## src/rtl/mac_pkg.sv

```systemverilog
// Shared widths, operand/product records and a ring-index helper for the MAC multiplier path.
package mac_pkg;

    localparam int MAC_EXP_W   = 4;
    localparam int MAC_MANT_W  = 9;
    localparam int MAC_OEXP_W  = 5;
    localparam int MAC_OMANT_W = 18;

    typedef struct packed {
        logic                  sign;
        logic [MAC_EXP_W-1:0]  exp;
        logic [MAC_MANT_W-1:0] mant;
    } mac_operand_t;

    typedef struct packed {
        logic                   sign;
        logic [MAC_OEXP_W-1:0]  exp;
        logic [MAC_OMANT_W-1:0] mant;
    } mac_product_t;

    // (base + off) mod n, valid for base < n and off <= n.
    function automatic int rr_add(input int base, input int off, input int n);
        int s;
        s = base + off;
        return (s >= n) ? (s - n) : s;
    endfunction

endpackage

```

## src/rtl/mac_multiplier_mid.sv

```systemverilog
// Combinational sign/exponent/mantissa multiplier: no bias, rounding or normalisation.
module mac_multiplier_mid
    import mac_pkg::*;
(
    input  logic                   i_a_sign,
    input  logic [MAC_EXP_W-1:0]   i_a_exp,
    input  logic [MAC_MANT_W-1:0]  i_a_mant,
    input  logic                   i_b_sign,
    input  logic [MAC_EXP_W-1:0]   i_b_exp,
    input  logic [MAC_MANT_W-1:0]  i_b_mant,
    output logic                   o_sign,
    output logic [MAC_OEXP_W-1:0]  o_exp,
    output logic [MAC_OMANT_W-1:0] o_mant
);

    logic [MAC_OEXP_W-1:0]  w_a_exp_ext;
    logic [MAC_OEXP_W-1:0]  w_b_exp_ext;
    logic [MAC_OMANT_W-1:0] w_a_mant_ext;
    logic [MAC_OMANT_W-1:0] w_b_mant_ext;

    assign w_a_exp_ext  = MAC_OEXP_W'(i_a_exp);
    assign w_b_exp_ext  = MAC_OEXP_W'(i_b_exp);
    assign w_a_mant_ext = MAC_OMANT_W'(i_a_mant);
    assign w_b_mant_ext = MAC_OMANT_W'(i_b_mant);

    // Output widths are sized so neither the sum nor the product can overflow.
    assign o_sign = i_a_sign ^ i_b_sign;
    assign o_exp  = w_a_exp_ext + w_b_exp_ext;
    assign o_mant = w_a_mant_ext * w_b_mant_ext;

endmodule

```

## src/rtl/mac_rr_arbiter.sv

```systemverilog
// Combinational round-robin arbiter: first requester at or after i_ptr wins, when enabled.
module mac_rr_arbiter
    import mac_pkg::*;
#(
    parameter int NUM_REQ = 4,
    parameter int ID_W    = $clog2(NUM_REQ)
) (
    input  logic [NUM_REQ-1:0] i_req,
    input  logic [ID_W-1:0]    i_ptr,
    input  logic               i_en,
    output logic [NUM_REQ-1:0] o_grant,
    output logic [ID_W-1:0]    o_grant_id
);

    logic w_found;

    always_comb begin
        o_grant    = '0;
        o_grant_id = '0;
        w_found    = 1'b0;
        for (int i = 0; i < NUM_REQ; i++) begin
            for (int k = 0; k < NUM_REQ; k++) begin
                if (i_en && !w_found && i_req[k] && (k == rr_add(int'(i_ptr), i, NUM_REQ))) begin
                    o_grant[k] = 1'b1;
                    o_grant_id = ID_W'(k);
                    w_found    = 1'b1;
                end
            end
        end
    end

endmodule

```

## src/rtl/mac_mult_arbiter.sv

```systemverilog
// Shares one multiplier between NUM_REQ requesters: round-robin grant, operand stage,
// product stage, tagged valid/ready result port.
module mac_mult_arbiter
    import mac_pkg::*;
#(
    parameter int NUM_REQ = 4,
    parameter int ID_W    = $clog2(NUM_REQ)
) (
    input  logic                          clk,
    input  logic                          rstn,
    input  logic [NUM_REQ-1:0]            i_req_valid,
    output logic [NUM_REQ-1:0]            o_req_ready,
    input  logic [NUM_REQ-1:0]            i_a_sign,
    input  logic [NUM_REQ*MAC_EXP_W-1:0]  i_a_exp,
    input  logic [NUM_REQ*MAC_MANT_W-1:0] i_a_mant,
    input  logic [NUM_REQ-1:0]            i_b_sign,
    input  logic [NUM_REQ*MAC_EXP_W-1:0]  i_b_exp,
    input  logic [NUM_REQ*MAC_MANT_W-1:0] i_b_mant,
    output logic                          o_valid,
    input  logic                          i_ready,
    output logic [ID_W-1:0]               o_id,
    output logic                          o_sign,
    output logic [MAC_OEXP_W-1:0]         o_exp,
    output logic [MAC_OMANT_W-1:0]        o_mant,
    output logic                          o_idle
);

    logic [ID_W-1:0] r_ptr;
    logic            r_s1_valid;
    logic [ID_W-1:0] r_s1_id;
    mac_operand_t    r_s1_a;
    mac_operand_t    r_s1_b;
    logic            r_s2_valid;
    logic [ID_W-1:0] r_s2_id;
    mac_product_t    r_s2_prod;

    logic               w_s2_adv;
    logic               w_s1_adv;
    logic               w_arb_en;
    logic [NUM_REQ-1:0] w_grant;
    logic [ID_W-1:0]    w_gnt_id;
    logic               w_xfer;
    mac_operand_t       w_op_a;
    mac_operand_t       w_op_b;
    mac_product_t       w_prod;

    assign w_s2_adv = !r_s2_valid || i_ready;
    assign w_s1_adv = !r_s1_valid || w_s2_adv;
    // Keep ready low during reset so no requester sees a handshake that is then dropped.
    assign w_arb_en = w_s1_adv && rstn;

    mac_rr_arbiter #(
        .NUM_REQ (NUM_REQ),
        .ID_W    (ID_W)
    ) u_arb (
        .i_req      (i_req_valid),
        .i_ptr      (r_ptr),
        .i_en       (w_arb_en),
        .o_grant    (w_grant),
        .o_grant_id (w_gnt_id)
    );

    assign o_req_ready = w_grant;
    assign w_xfer      = |w_grant;

    always_comb begin
        w_op_a = '0;
        w_op_b = '0;
        for (int k = 0; k < NUM_REQ; k++) begin
            if (w_gnt_id == ID_W'(k)) begin
                w_op_a.sign = i_a_sign[k];
                w_op_a.exp  = i_a_exp[k*MAC_EXP_W +: MAC_EXP_W];
                w_op_a.mant = i_a_mant[k*MAC_MANT_W +: MAC_MANT_W];
                w_op_b.sign = i_b_sign[k];
                w_op_b.exp  = i_b_exp[k*MAC_EXP_W +: MAC_EXP_W];
                w_op_b.mant = i_b_mant[k*MAC_MANT_W +: MAC_MANT_W];
            end
        end
    end

    mac_multiplier_mid u_mul (
        .i_a_sign (r_s1_a.sign),
        .i_a_exp  (r_s1_a.exp),
        .i_a_mant (r_s1_a.mant),
        .i_b_sign (r_s1_b.sign),
        .i_b_exp  (r_s1_b.exp),
        .i_b_mant (r_s1_b.mant),
        .o_sign   (w_prod.sign),
        .o_exp    (w_prod.exp),
        .o_mant   (w_prod.mant)
    );

    always_ff @(posedge clk) begin
        if (!rstn) begin
            r_ptr      <= '0;
            r_s1_valid <= 1'b0;
            r_s1_id    <= '0;
            r_s1_a     <= '0;
            r_s1_b     <= '0;
            r_s2_valid <= 1'b0;
            r_s2_id    <= '0;
            r_s2_prod  <= '0;
        end else begin
            if (w_xfer) begin
                r_ptr <= ID_W'(rr_add(int'(w_gnt_id), 1, NUM_REQ));
            end
            // An idle grant slot still loads, clearing s1_valid to form a bubble.
            if (w_s1_adv) begin
                r_s1_valid <= w_xfer;
                r_s1_id    <= w_gnt_id;
                r_s1_a     <= w_op_a;
                r_s1_b     <= w_op_b;
            end
            if (w_s2_adv) begin
                r_s2_valid <= r_s1_valid;
                r_s2_id    <= r_s1_id;
                r_s2_prod  <= w_prod;
            end
        end
    end

    assign o_valid = r_s2_valid;
    assign o_id    = r_s2_id;
    assign o_sign  = r_s2_prod.sign;
    assign o_exp   = r_s2_prod.exp;
    assign o_mant  = r_s2_prod.mant;
    assign o_idle  = !r_s1_valid && !r_s2_valid && !(|i_req_valid);

endmodule

```

## config.mk

```make
export PLATFORM = sky130hd
export DESIGN_NAME = mac_mult_arbiter
export DESIGN_NICKNAME = d
export VERILOG_FILES = /design/src/rtl/mac_pkg.sv /design/src/rtl/mac_multiplier_mid.sv /design/src/rtl/mac_rr_arbiter.sv /design/src/rtl/mac_mult_arbiter.sv
export SDC_FILE = /design/constraint.sdc
export NUM_CORES = 1
export LEC_CHECK = 0
export ABC_AREA = 1
export ABC_CLOCK_PERIOD_IN_PS = 7100
export BUFFER_PORTS_ARGS = -buffer_cell sky130_fd_sc_hd__buf_2
export CELL_PAD_IN_SITES_DETAIL_PLACEMENT = 0
export CELL_PAD_IN_SITES_GLOBAL_PLACEMENT = 1
export CORE_ASPECT_RATIO = 0.8
export CORE_MARGIN = 2
export CORE_UTILIZATION = 42
export DETAILED_ROUTE_END_ITERATION = 12
export PLACE_DENSITY_LB_ADDON = 0.12
export SLEW_MARGIN = 20
export SYNTH_ARGS = -nofsm -noshare
export SYNTH_HDL_FRONTEND = slang
export SYNTH_SLANG_ARGS = --single-unit
```

## constraint.sdc

```tcl
create_clock -name clk -period 7.1 [get_ports clk]
set_input_delay 0.355 -clock clk [delete_from_list [all_inputs] [get_ports clk]]
set_output_delay 0.355 -clock clk [all_outputs]
set_load 0.02 [all_outputs]
```

==> results of run 1 <==
## where the power goes
group | internal, mW | total, mW | switching (mW)
registers | 0.460 | 0.619 | 0.159
clock network | 0.264 | 0.410 | 0.146
logic | 0.628 | 1.71 | 1.08
total | 1.35 | 2.74 | 1.39
## sequential cells by signal, indices dropped and copies added, names as in the netlist
signal	cells
r_s1_a	14
o_exp	5
r_ptr	2
o_valid	1
o_mant	18
o_id	2
o_sign	1
r_s1_id	2
r_s1_b	14
r_s1_valid	1
## final cells by class
type	count	area [um^2]	area share (%)
inverter	138	518	7.27
tap	184	230	3.23
sequential	60	1200	16.9
clock inverter	1	5.00	0.0703
timing repair buffer	154	781	11.0
multi-input combinational	610	4110	57.7
clock buffer	15	278	3.90
## critical path, stage by stage (launching register included)
cell and delay, ns:
dfxtp_1 0.55, nand2_1 0.14, fa_1 0.62, fa_1 0.46, fa_1 0.49, fa_1 0.55
inv_1 0.04, ha_1 0.35, a21oi_1 0.14, o21ai_1 0.10, a21oi_1 0.13, o21bai_1 0.10
a21boi_1 0.20, o21ai_0 0.15, nand2_1 0.08, nand2_1 0.05, a21oi_1 0.17, inv_1 0.06
nand2_1 0.05, nand3_1 0.06, nand2_1 0.07, inv_1 0.03
## worst max-delay path by stage
stage / startpoint / to / slack (ns) / cells past startpoint
3_3_place_gp: r_s1_b[2]$_SDFFE_PN0N_ / o_mant[16]$_SDFFE_PN0P_ / 2.55 / 21
6_report: r_s1_b[2]$_SDFFE_PN0N_ / o_mant[16]$_SDFFE_PN0P_ / 2.43 / 21
2_1_floorplan: r_s1_b[2]$_SDFFE_PN0N_ / o_mant[16]$_SDFFE_PN0P_ / 2.72 / 22
5_1_grt: r_s1_b[2]$_SDFFE_PN0N_ / o_mant[16]$_SDFFE_PN0P_ / 2.02 / 21
4_1_cts: r_s1_b[2]$_SDFFE_PN0N_ / o_mant[16]$_SDFFE_PN0P_ / 2.41 / 21
3_5_place_dp: r_s1_b[2]$_SDFFE_PN0N_ / o_mant[16]$_SDFFE_PN0P_ / 2.45 / 21
## cell usage in the layout (no fill, tap or decap), types with 10 or more instances in the layout
cell type	count
buf_2	150
o21ai_0	93
o21bai_1	10
fa_1	51
ha_1	46
nor2_1	65
dfxtp_1	60
a21oi_1	88
inv_1	132
nand3_1	42
nand2_1	160
## logic make-up after synthesis
logic type / Yosys count / share of synthesized area, %
AND/OR/NAND/NOR: 296 / 21.9
buffers and inverters: 189 / 11.8
flip-flops: 60 / 20.0
AO/OA/AOI/OAI: 205 / 18.0
XOR/XNOR: 12 / 1.75
adder cells (fa/ha/maj): 97 / 26.5
## through the flow
stage	util, %	hold WS [ns]	power, mW	instances
CTS	50.3	0.273	2.76	1162
floorplan	-	0.427	1.84	859
finish	50.3	0.274	2.74	1162
detailed placement	48.3	0.447	2.32	1146
global placement	48.3	0.449	2.33	1146
global route	50.3	0.301	3.05	1162
## routing by layer
metal  wire, um  vias to the layer above
met5          0                        -
met3       1110                       20
met4        229                        0
li1           -                     2970
met2       7270                      167
met1       8780                     2599
==> impl_metrics.csv, run 1 <==
group,metric,value,unit
critical_path,cp.required,7.33,ns
sta,rsz0062_at_grt,"no",
finish,diodes,0,
clock_network,htree_levels,3,
grt,grt_max_degree,57,
floorplan,die_h,111,um
synthesis,synth_flop_cell,"dfxtp_1",
min_path,hold_class,"input port to register",
grt,grt_pass1_wl,28600,um
synthesis,synth_top_area_cell,"dfxtp_1",
place,pre_cts_ws,2.45,ns
clock_network,cts_resized,0,
critical_path,r2r_start,"r_s1_b[2]$_SDFFE_PN0N_",
grt,busiest_layer,"met1",
grt,grt_overflow,0,
finish,synthToLayoutAreaGrowth,18.3,%
clock_network,cts_made_buffers,9,
synthesis,async_flop_share,0,%
sta,finalCritPeriodShare,65.8,%
floorplan,ios,151,
sta,finalHoldViolations,0,
grt,grt_usage,23.7,%
synthesis,synth-edff-count,0,
sta,worst_slack,2.43,ns
critical_path,setup.worst_path.end_class,"register",
clock_network,cts_tree,"yes",
grt,antenna_found_initial,0,
sta,period_needed,4.67,ns
critical_path,reg2reg_depth,21,
flow_run,cap_violations,0,
finish,nets,1189,
synthesis,synth_area_leaders,"dfxtp_1 (20%), fa_1 (17%), nand2_1 (10%)",
power_and_ir_drop,vdd_drop_max,0.000209,V
grt,grt_pass1_vias,5725,
critical_path,arrival,4.90,ns
synthesis,yosysMostFrequentCell,"nand2_1",
critical_path,worstSetupStartpointType,"register",
synthesis,ys_ff_latch,60,
drt,remaining_drc_errors,0,
grt,use_met3,4.62,%
finish,layout-drive-gt1-share,19.4,%
sta,final_max_slew_viol_count,0,
synthesis,seq_area_frac_synth,20.0,%
drt,dr.pass1.iters,5,
min_path,hold_depth,3,
clock_network,cts.sinks,60,
drt,antenna_left,0,
clock_network,insertion_delay,0.33,ns
synthesis,synth_nets,1075,
sta,max-slew-margin-rel,29.2,%
grt,grtUsageMet1,35.5,%
sta,worst_pin_slew,1.06,ns
place,dpl_cell_area,0.00684,mm^2
floorplan,std_cell_rows,39,
drt,dr_total_vias,5756,
finish,nFillCells,1482,
synthesis,synth_cell_types,39,
status,status,"finished clean",
synthesis,synth_top_area_share,20.0,%
clock_network,ctsHoldBuffers,0,
synthesis,synth_area_per_cell,7.01,um^2
sta,tns,0,ns
drt,viasPerCell,4.95,
min_path,holdPathEnd,"r_s1_b[10]$_SDFFE_PN0N_",
floorplan,die_w,138,um
drt,avgRoutedWirePerCell,15.0,um
floorplan,die-area,0.0153,mm^2
critical_path,worstSetupPathType,"register to register",
min_path,hold_path_startpoint,"i_b_exp[13]",
drt,detail_route.iter0.violations,326,
drt,wirelength,17400,um
power_and_ir_drop,p_leak,4.07,nW
floorplan,core_region_area,0.0142,mm^2
synthesis,synth_commonest_cells,"nand2_1 (160), inv_1 (132), o21ai_0 (93)",
clock_network,clockRootBuffer,"clkbuf_16",
critical_path,rrSetupSlack,2.43,ns
grt,gr-usage-met2,35.4,%
finish,finalInstanceArea,0.00712,mm^2
clock_network,clk_pin_slew_worst_paths,0.05,ns
place,place_hpwl,13700,um
sta,setup_violations,0,
synthesis,syn_area,0.00602,mm^2
synthesis,synthCells,859,
sta,max_freq,0.214,GHz
clock_network,postCtsSetupBuffers,0,
synthesis,ys.warnings.count,0,
critical_path,critPathMaxFanout,10,
place,port-buffer-count,150,
clock_network,clock_path_buffers,2,
sta,fin_skew,0.00735,ns
floorplan,start_util,42.5,%
power_and_ir_drop,power_density,384,mW/mm^2
place,gp_congestion,0.878,
critical_path,worstReg2RegEnd,"o_mant[16]$_SDFFE_PN0P_",
No activity file was read; power rests on OpenSTA's default activity.
==> inputs of run 2 (changes only) <==
--- a/config.mk
+++ b/config.mk
@@ -5,14 +5,14 @@
 export SDC_FILE = /design/constraint.sdc
 export NUM_CORES = 1
 export LEC_CHECK = 0
-export ABC_AREA = 1
-export ABC_CLOCK_PERIOD_IN_PS = 7100
+export ABC_AREA = 0
+export ABC_CLOCK_PERIOD_IN_PS = 4400
 export BUFFER_PORTS_ARGS = -buffer_cell sky130_fd_sc_hd__buf_2
 export CELL_PAD_IN_SITES_DETAIL_PLACEMENT = 0
 export CELL_PAD_IN_SITES_GLOBAL_PLACEMENT = 1
 export CORE_ASPECT_RATIO = 0.8
 export CORE_MARGIN = 2
-export CORE_UTILIZATION = 42
+export CORE_UTILIZATION = 39
 export DETAILED_ROUTE_END_ITERATION = 12
 export PLACE_DENSITY_LB_ADDON = 0.12
 export SLEW_MARGIN = 20
==> constraint.sdc (replaced) <==
create_clock -name clk -period 4.4 [get_ports clk]
set_input_delay 0.22 -clock clk [delete_from_list [all_inputs] [get_ports clk]]
set_output_delay 0.22 -clock clk [all_outputs]
set_load 0.02 [all_outputs]
==> run 2 against run 1 <==
Net effect:
- sequential share of layout area increased by 0.81 points
- first-iteration DRC count shrank 18%
- critical path depth decreased by 6
- combinational power fell by 63%
- final area fell by 3.9%
- total power fell by 25%
- critical path type unchanged
- utilization shrank 2.1 points
- synthesized area is 6.7% lower
- global-route usage is 3.2 points lower
==> impl_metrics.csv, run 2 <==
group,metric,value,unit
drt,dr_total_vias,5152,
power_and_ir_drop,power_density,299,mW/mm^2
finish,synthToLayoutAreaGrowth,21.8,%
critical_path,arrival,4.41,ns
critical_path,crit_chain,"buf_4 -> nand2_1 -> fa_1 -> fa_1 -> inv_1 -> fa_1 -> fa_1 -> ha_1 -> nor3_1 -> o21ai_1 -> a221oi_2 -> buf_4 -> nand3_1 -> nand3_1 -> o211ai_1",
synthesis,synth_top_area_cell,"dfxtp_1",
finish,fin_util,48.2,%
clock_network,ctsHoldBuffers,0,
critical_path,worstSetupStartpointType,"register",
synthesis,synth-edff-count,0,
synthesis,synth_flop_cell,"dfxtp_1",
sta,setup_violations,0,
critical_path,slowest_stage,"fa_1",
place,port-buffer-count,150,
clock_network,cts_made_buffers,9,
floorplan,die-area,0.0154,mm^2
power_and_ir_drop,p_leak,3.51,nW
grt,grt_usage,20.5,%
finish,nets,1045,
synthesis,ys_ff_latch,60,
clock_network,cts.sinks,60,
place,place_hpwl,12300,um
sta,worst_pin_slew,0.770,ns
sta,max-slew-margin-rel,48.7,%
floorplan,ios,151,
flow_run,cap_violations,0,
floorplan,die_w,138,um
finish,final_cell_mix,"buf_2 (150), nand2_1 (115), inv_1 (70)",
clock_network,htree_levels,3,
place,pre_cts_ws,0.110,ns
sta,fin_skew,0.00796,ns
grt,grt_pass1_vias,5401,
synthesis,synth_nets,922,
grt,antenna_found_initial,0,
drt,remaining_drc_errors,0,
finish,final_common_cell,"buf_2",
power_and_ir_drop,p_total,2.05,mW
drt,wl_met3,657,um
place,gp_congestion,0.915,
synthesis,yosysMostFrequentCell,"nand2_1",
sta,max_freq,0.239,GHz
grt,grt_pass1_wl,26000,um
sta,whs,0.157,ns
drt,wirelength,15000,um
synthesis,synth_area_per_cell,7.96,um^2
sta,worst_slack,0.207,ns
clock_network,clockRootBuffer,"clkbuf_16",
finish,finalInstanceArea,0.00685,mm^2
finish,layoutNonFillerInstCount,1018,
floorplan,start_util,39.6,%
clock_network,clk_pin_slew_worst_paths,0.06,ns
finish,diodes,0,
drt,maxUsedRoutingLayer,"met4",
synthesis,seq_area_frac_synth,21.4,%
min_path,hold_class,"input port to register",
drt,route.met2.wl,6730,um
drt,avgRoutedWirePerCell,14.7,um
clock_network,cts_tree,"yes",
finish,largest_register_ffs,18,
synthesis,synth_commonest_cells,"nand2_1 (115), inv_1 (70), dfxtp_1 (60)",
status,status,"finished clean",
place,place_inst,1001,
sta,final_max_slew_viol_count,0,
critical_path,path_buf_inv,3,
critical_path,setup.worst_path.end_class,"register",
synthesis,synth_cell_types,41,
sta,finalHoldViolations,0,
finish,layout-drive-gt1-share,23.7,%
sta,finalCritPeriodShare,95.3,%
power_and_ir_drop,vdd_drop_max,0.000221,V
synthesis,async_flop_share,0,%
synthesis,synthCells,706,
critical_path,crit_top_cell,"fa_1",
drt,antenna_left,0,
drt,dr.pass1.iters,4,
sta,tns,0,ns
floorplan,die_h,111,um
synthesis,synth_top_area_share,21.4,%
critical_path,path_delay_family,"adder cells",
drt,detail_route.iter0.violations,267,
grt,grt_overflow,0,
clock_network,insertion_delay,0.33,ns
clock_network,clock_path_buffers,2,
critical_path,worstSetupPathType,"register to register",
sta,period_needed,4.19,ns
grt,grt_max_degree,57,
critical_path,cp.required,4.61,ns
critical_path,critPathMaxFanout,7,
synthesis,ys.warnings.count,0,
drt,viasPerCell,5.06,
drt,drt-met1-wl,7440,um
floorplan,std_cell_rows,39,
sta,rsz0062_at_grt,"no",
place,dpl_cell_area,0.00650,mm^2
synthesis,syn_area,0.00562,mm^2
synthesis,synth_area_leaders,"dfxtp_1 (21%), fa_1 (18%), ha_1 (10%)",
floorplan,core_region_area,0.0142,mm^2
critical_path,slowest_delay,0.51,ns
## run 2: worst paths after layout
| check | slack, ns | cells after the start | to | from |
|---|---|---|---|---|
| setup / recovery | 0.21 | 15 | o_mant[17]$_SDFFE_PN0P_ | r_s1_a[5]$_SDFFE_PN0N_ |
| hold / removal | 0.16 | 3 | r_s1_a[12]$_SDFFE_PN0N_ | i_a_exp[15] |
| setup reg to reg | 0.21 | 15 | o_mant[17]$_SDFFE_PN0P_ | r_s1_a[5]$_SDFFE_PN0N_ |
| hold reg to reg | 0.44 | 2 | r_s1_id[0]$_SDFFE_PN0N_ | r_s1_id[0]$_SDFFE_PN0N_ |
## run 2: timing repair
| action | in CTS | in global routing |
|---|---|---|
| setup buffers | 0 | 1 |
| endpoints found under the setup margin | 0 | 7 |
| resized for setup | 0 | 9 |
## run 2: per-layer routing
metal	vias to the layer above	global-route usage, %
li1	2608	-
met1	2409	28.5
met2	117	33.2
met3	18	4.47
met4	0	4.15
met5	-	0
## run 2: power breakdown
| group | total, mW | switching, mW | internal (mW) |
|---|---|---|---|
| Combinational | 0.625 | 0.357 | 0.269 |
| Clock | 0.754 | 0.257 | 0.498 |
| Sequential | 0.667 | 0.0619 | 0.605 |
| Total | 2.05 | 0.675 | 1.37 |
## run 2: logic make-up after synthesis
group                      synth area share, %
and+or+nand+nor                           17.7
AOI/OAI and AO/OA                         22.3
buffers and inverters                     8.48
adders and majority gates                 28.4
DFF                                       21.4
xor gates and xnor gates                  1.71
## run 2: layout make-up
class,count,area [um^2]
Inverter,70,263
Timing Repair Buffer,165,863
Clock inverter,7,98.8
Tap cell,184,230
Fill cell,1445,7350
Multi-Input combinational cell,523,3960
Sequential cell,60,1210
Clock buffer,9,225
## run 2: worst reg2reg max path, stage by stage (launching register included)
cell      delay, ns
dfxtp_1        0.40
buf_4          0.20
nand2_1        0.08
fa_1           0.48
fa_1           0.51
inv_1          0.06
fa_1           0.50
fa_1           0.49
ha_1           0.29
nor3_1         0.22
o21ai_1        0.13
a221oi_2       0.25
buf_4          0.17
nand3_1        0.11
nand3_1        0.11
o211ai_1       0.08
==> inputs of run 3 (changes only) <==
--- a/config.mk
+++ b/config.mk
@@ -14,7 +14,9 @@
 export CORE_MARGIN = 2
 export CORE_UTILIZATION = 39
 export DETAILED_ROUTE_END_ITERATION = 12
+export GPL_ROUTABILITY_DRIVEN = 1
 export PLACE_DENSITY_LB_ADDON = 0.12
+export REMOVE_ABC_BUFFERS = 1
 export SLEW_MARGIN = 20
 export SYNTH_ARGS = -nofsm -noshare
 export SYNTH_HDL_FRONTEND = slang
==> run 3 against run 2 <==
Net effect:
- critical path type unchanged
- setup slack worse by 0.0020 ns
- register-to-register slack hardly changed
- utilization is 0.25 points higher
- hold slack worse by 0.0028 ns
- via count is 0.52% lower
- die area stayed put
- critical endpoint unchanged
- sequential share of layout area is 0.26 points higher
==> impl_metrics.csv, run 3 (same netlist as run 2, synthesis figures left out) <==
group,metric,value,unit
sta,worst_pin_slew,0.921,ns
floorplan,die_h,111,um
power_and_ir_drop,power_density,299,mW/mm^2
drt,remaining_drc_errors,0,
place,port-buffer-count,150,
clock_network,cts_resized,0,
place,dpl_cell_area,0.00651,mm^2
critical_path,rrSetupSlack,0.21,ns
flow_run,cap_violations,0,
power_and_ir_drop,p_leak,3.52,nW
sta,finalHoldViolations,0,
critical_path,worstSetupPathType,"register to register",
floorplan,start_util,39.6,%
place,place_inst,1002,
finish,layout-drive-gt1-share,24.8,%
grt,grt_usage,20.6,%
drt,dr.pass1.iters,6,
clock_network,clock_path_buffers,2,
min_path,hold_depth,3,
place,place_hpwl,12200,um
clock_network,cts.sinks,60,
sta,max_freq,0.238,GHz
min_path,hold_class,"input port to register",
drt,antenna_left,0,
status,status,"finished clean",
sta,fin_skew,0.00525,ns
place,pre_cts_ws,0.0625,ns
min_path,hold_path_startpoint,"i_a_exp[15]",
finish,synthToLayoutAreaGrowth,22.4,%
min_path,holdPathEnd,"r_s1_a[12]$_SDFFE_PN0N_",
finish,nFillCells,1417,
clock_network,cts_tree,"yes",
finish,largest_register_ffs,18,
finish,seqCellArea,0.00123,mm^2
clock_network,cts_made_buffers,9,
grt,antenna_found_initial,1,
clock_network,clockRootBuffer,"clkbuf_16",
grt,grt_max_degree,57,
sta,finalCritPeriodShare,95.3,%
clock_network,postCtsSetupBuffers,0,
clock_network,ctsHoldBuffers,0,
finish,final_cell_mix,"buf_2 (150), nand2_1 (115), inv_1 (70)",
drt,avgRoutedWirePerCell,15.0,um
finish,multi_input_area,0.00396,mm^2
floorplan,die-area,0.0154,mm^2
critical_path,arrival,4.41,ns
critical_path,cp.required,4.61,ns
clock_network,insertion_delay,0.34,ns
drt,detail_route.iter0.violations,187,
sta,setup_violations,0,
critical_path,reg2reg_depth,13,
sta,max-slew-margin-rel,38.6,%
critical_path,worstReg2RegEnd,"o_mant[17]$_SDFFE_PN0P_",
floorplan,die_w,138,um
place,gp_congestion,0.892,
critical_path,setup.worst_path.end_class,"register",
sta,worst_slack,0.205,ns
clock_network,clk_pin_slew_worst_paths,0.05,ns
drt,viasPerCell,5.03,
power_and_ir_drop,vdd_drop_max,0.000249,V
floorplan,core_region_area,0.0142,mm^2
grt,grt_pass1_wl,25700,um
floorplan,std_cell_rows,39,
finish,final_common_cell,"buf_2",
finish,diodes,0,
sta,period_needed,4.19,ns
finish,nets,1045,
finish,finalInstanceArea,0.00688,mm^2
sta,tns,0,ns
drt,dr_total_vias,5125,
sta,final_max_slew_viol_count,0,
clock_network,htree_levels,3,
floorplan,ios,151,
critical_path,r2r_start,"r_s1_a[5]$_SDFFE_PN0N_",
power_and_ir_drop,p_total,2.06,mW
grt,grt_overflow,0,
finish,layoutNonFillerInstCount,1018,
drt,wirelength,15200,um
critical_path,critPathMaxFanout,6,
grt,grt_pass1_vias,5230,
critical_path,worstSetupStartpointType,"register",
run 3: critical path, cell delays in order, from the launching register on:
cell	delay [ns]
dfxtp_2	0.36
buf_4	0.17
and2_1	0.17
fa_1	0.52
fa_1	0.45
fa_1	0.52
fa_1	0.49
ha_1	0.36
o21ai_2	0.20
nor3_1	0.08
a221oi_2	0.39
nand3_1	0.17
nand3_1	0.11
o211ai_1	0.10
run 3: area by class of cell:
type	count	share of cell area, %
repair buffers	165	12.5
clock inverters	6	1.27
inverters	70	3.82
flip-flops and latches	60	17.9
well taps	184	3.35
clock buffers	10	3.47
multi-input cells	523	57.6
run 3: per-layer routing:
layer,track usage (%),routed length [um],vias to the layer above
met5,0,13,-
met4,6.60,297,2
met3,4.26,739,18
met2,33.1,6620,138
met1,28.0,7560,2361
li1,-,-,2606
run 3: worst max path at each step:
stage | from | to | slack, ns
final | r_s1_a[5]$_SDFFE_PN0N_ | o_mant[17]$_SDFFE_PN0P_ | 0.21
after CTS | r_s1_b[7]$_SDFFE_PN0N_ | o_mant[17]$_SDFFE_PN0P_ | 0.05
after global placement | r_s1_b[7]$_SDFFE_PN0N_ | o_mant[15]$_SDFFE_PN0P_ | 0.15
after floorplan | o_valid$_SDFFE_PN0P_ | r_s1_a[13]$_SDFFE_PN0N_ | -0.17
after detailed placement | r_s1_b[7]$_SDFFE_PN0N_ | o_mant[17]$_SDFFE_PN0P_ | 0.06
after global routing | r_s1_a[5]$_SDFFE_PN0N_ | o_mant[15]$_SDFFE_PN0P_ | -0.02
run 3: power by group:
group          leakage, nW  switching, mW  total (mW)  internal, mW
combinational         2.85          0.344       0.613         0.270
sequential           0.500         0.0691       0.676         0.607
clock                0.162          0.261       0.771         0.510
run 3: per-stage QoR:
stage | util (%) | hold slack [ns]
2_1_floorplan | - | 0.338
3_3_place_gp | 45.8 | 0.435
3_5_place_dp | 45.8 | 0.439
4_1_cts | 48.1 | 0.144
5_1_grt | 48.5 | 0.204
6_report | 48.5 | 0.154
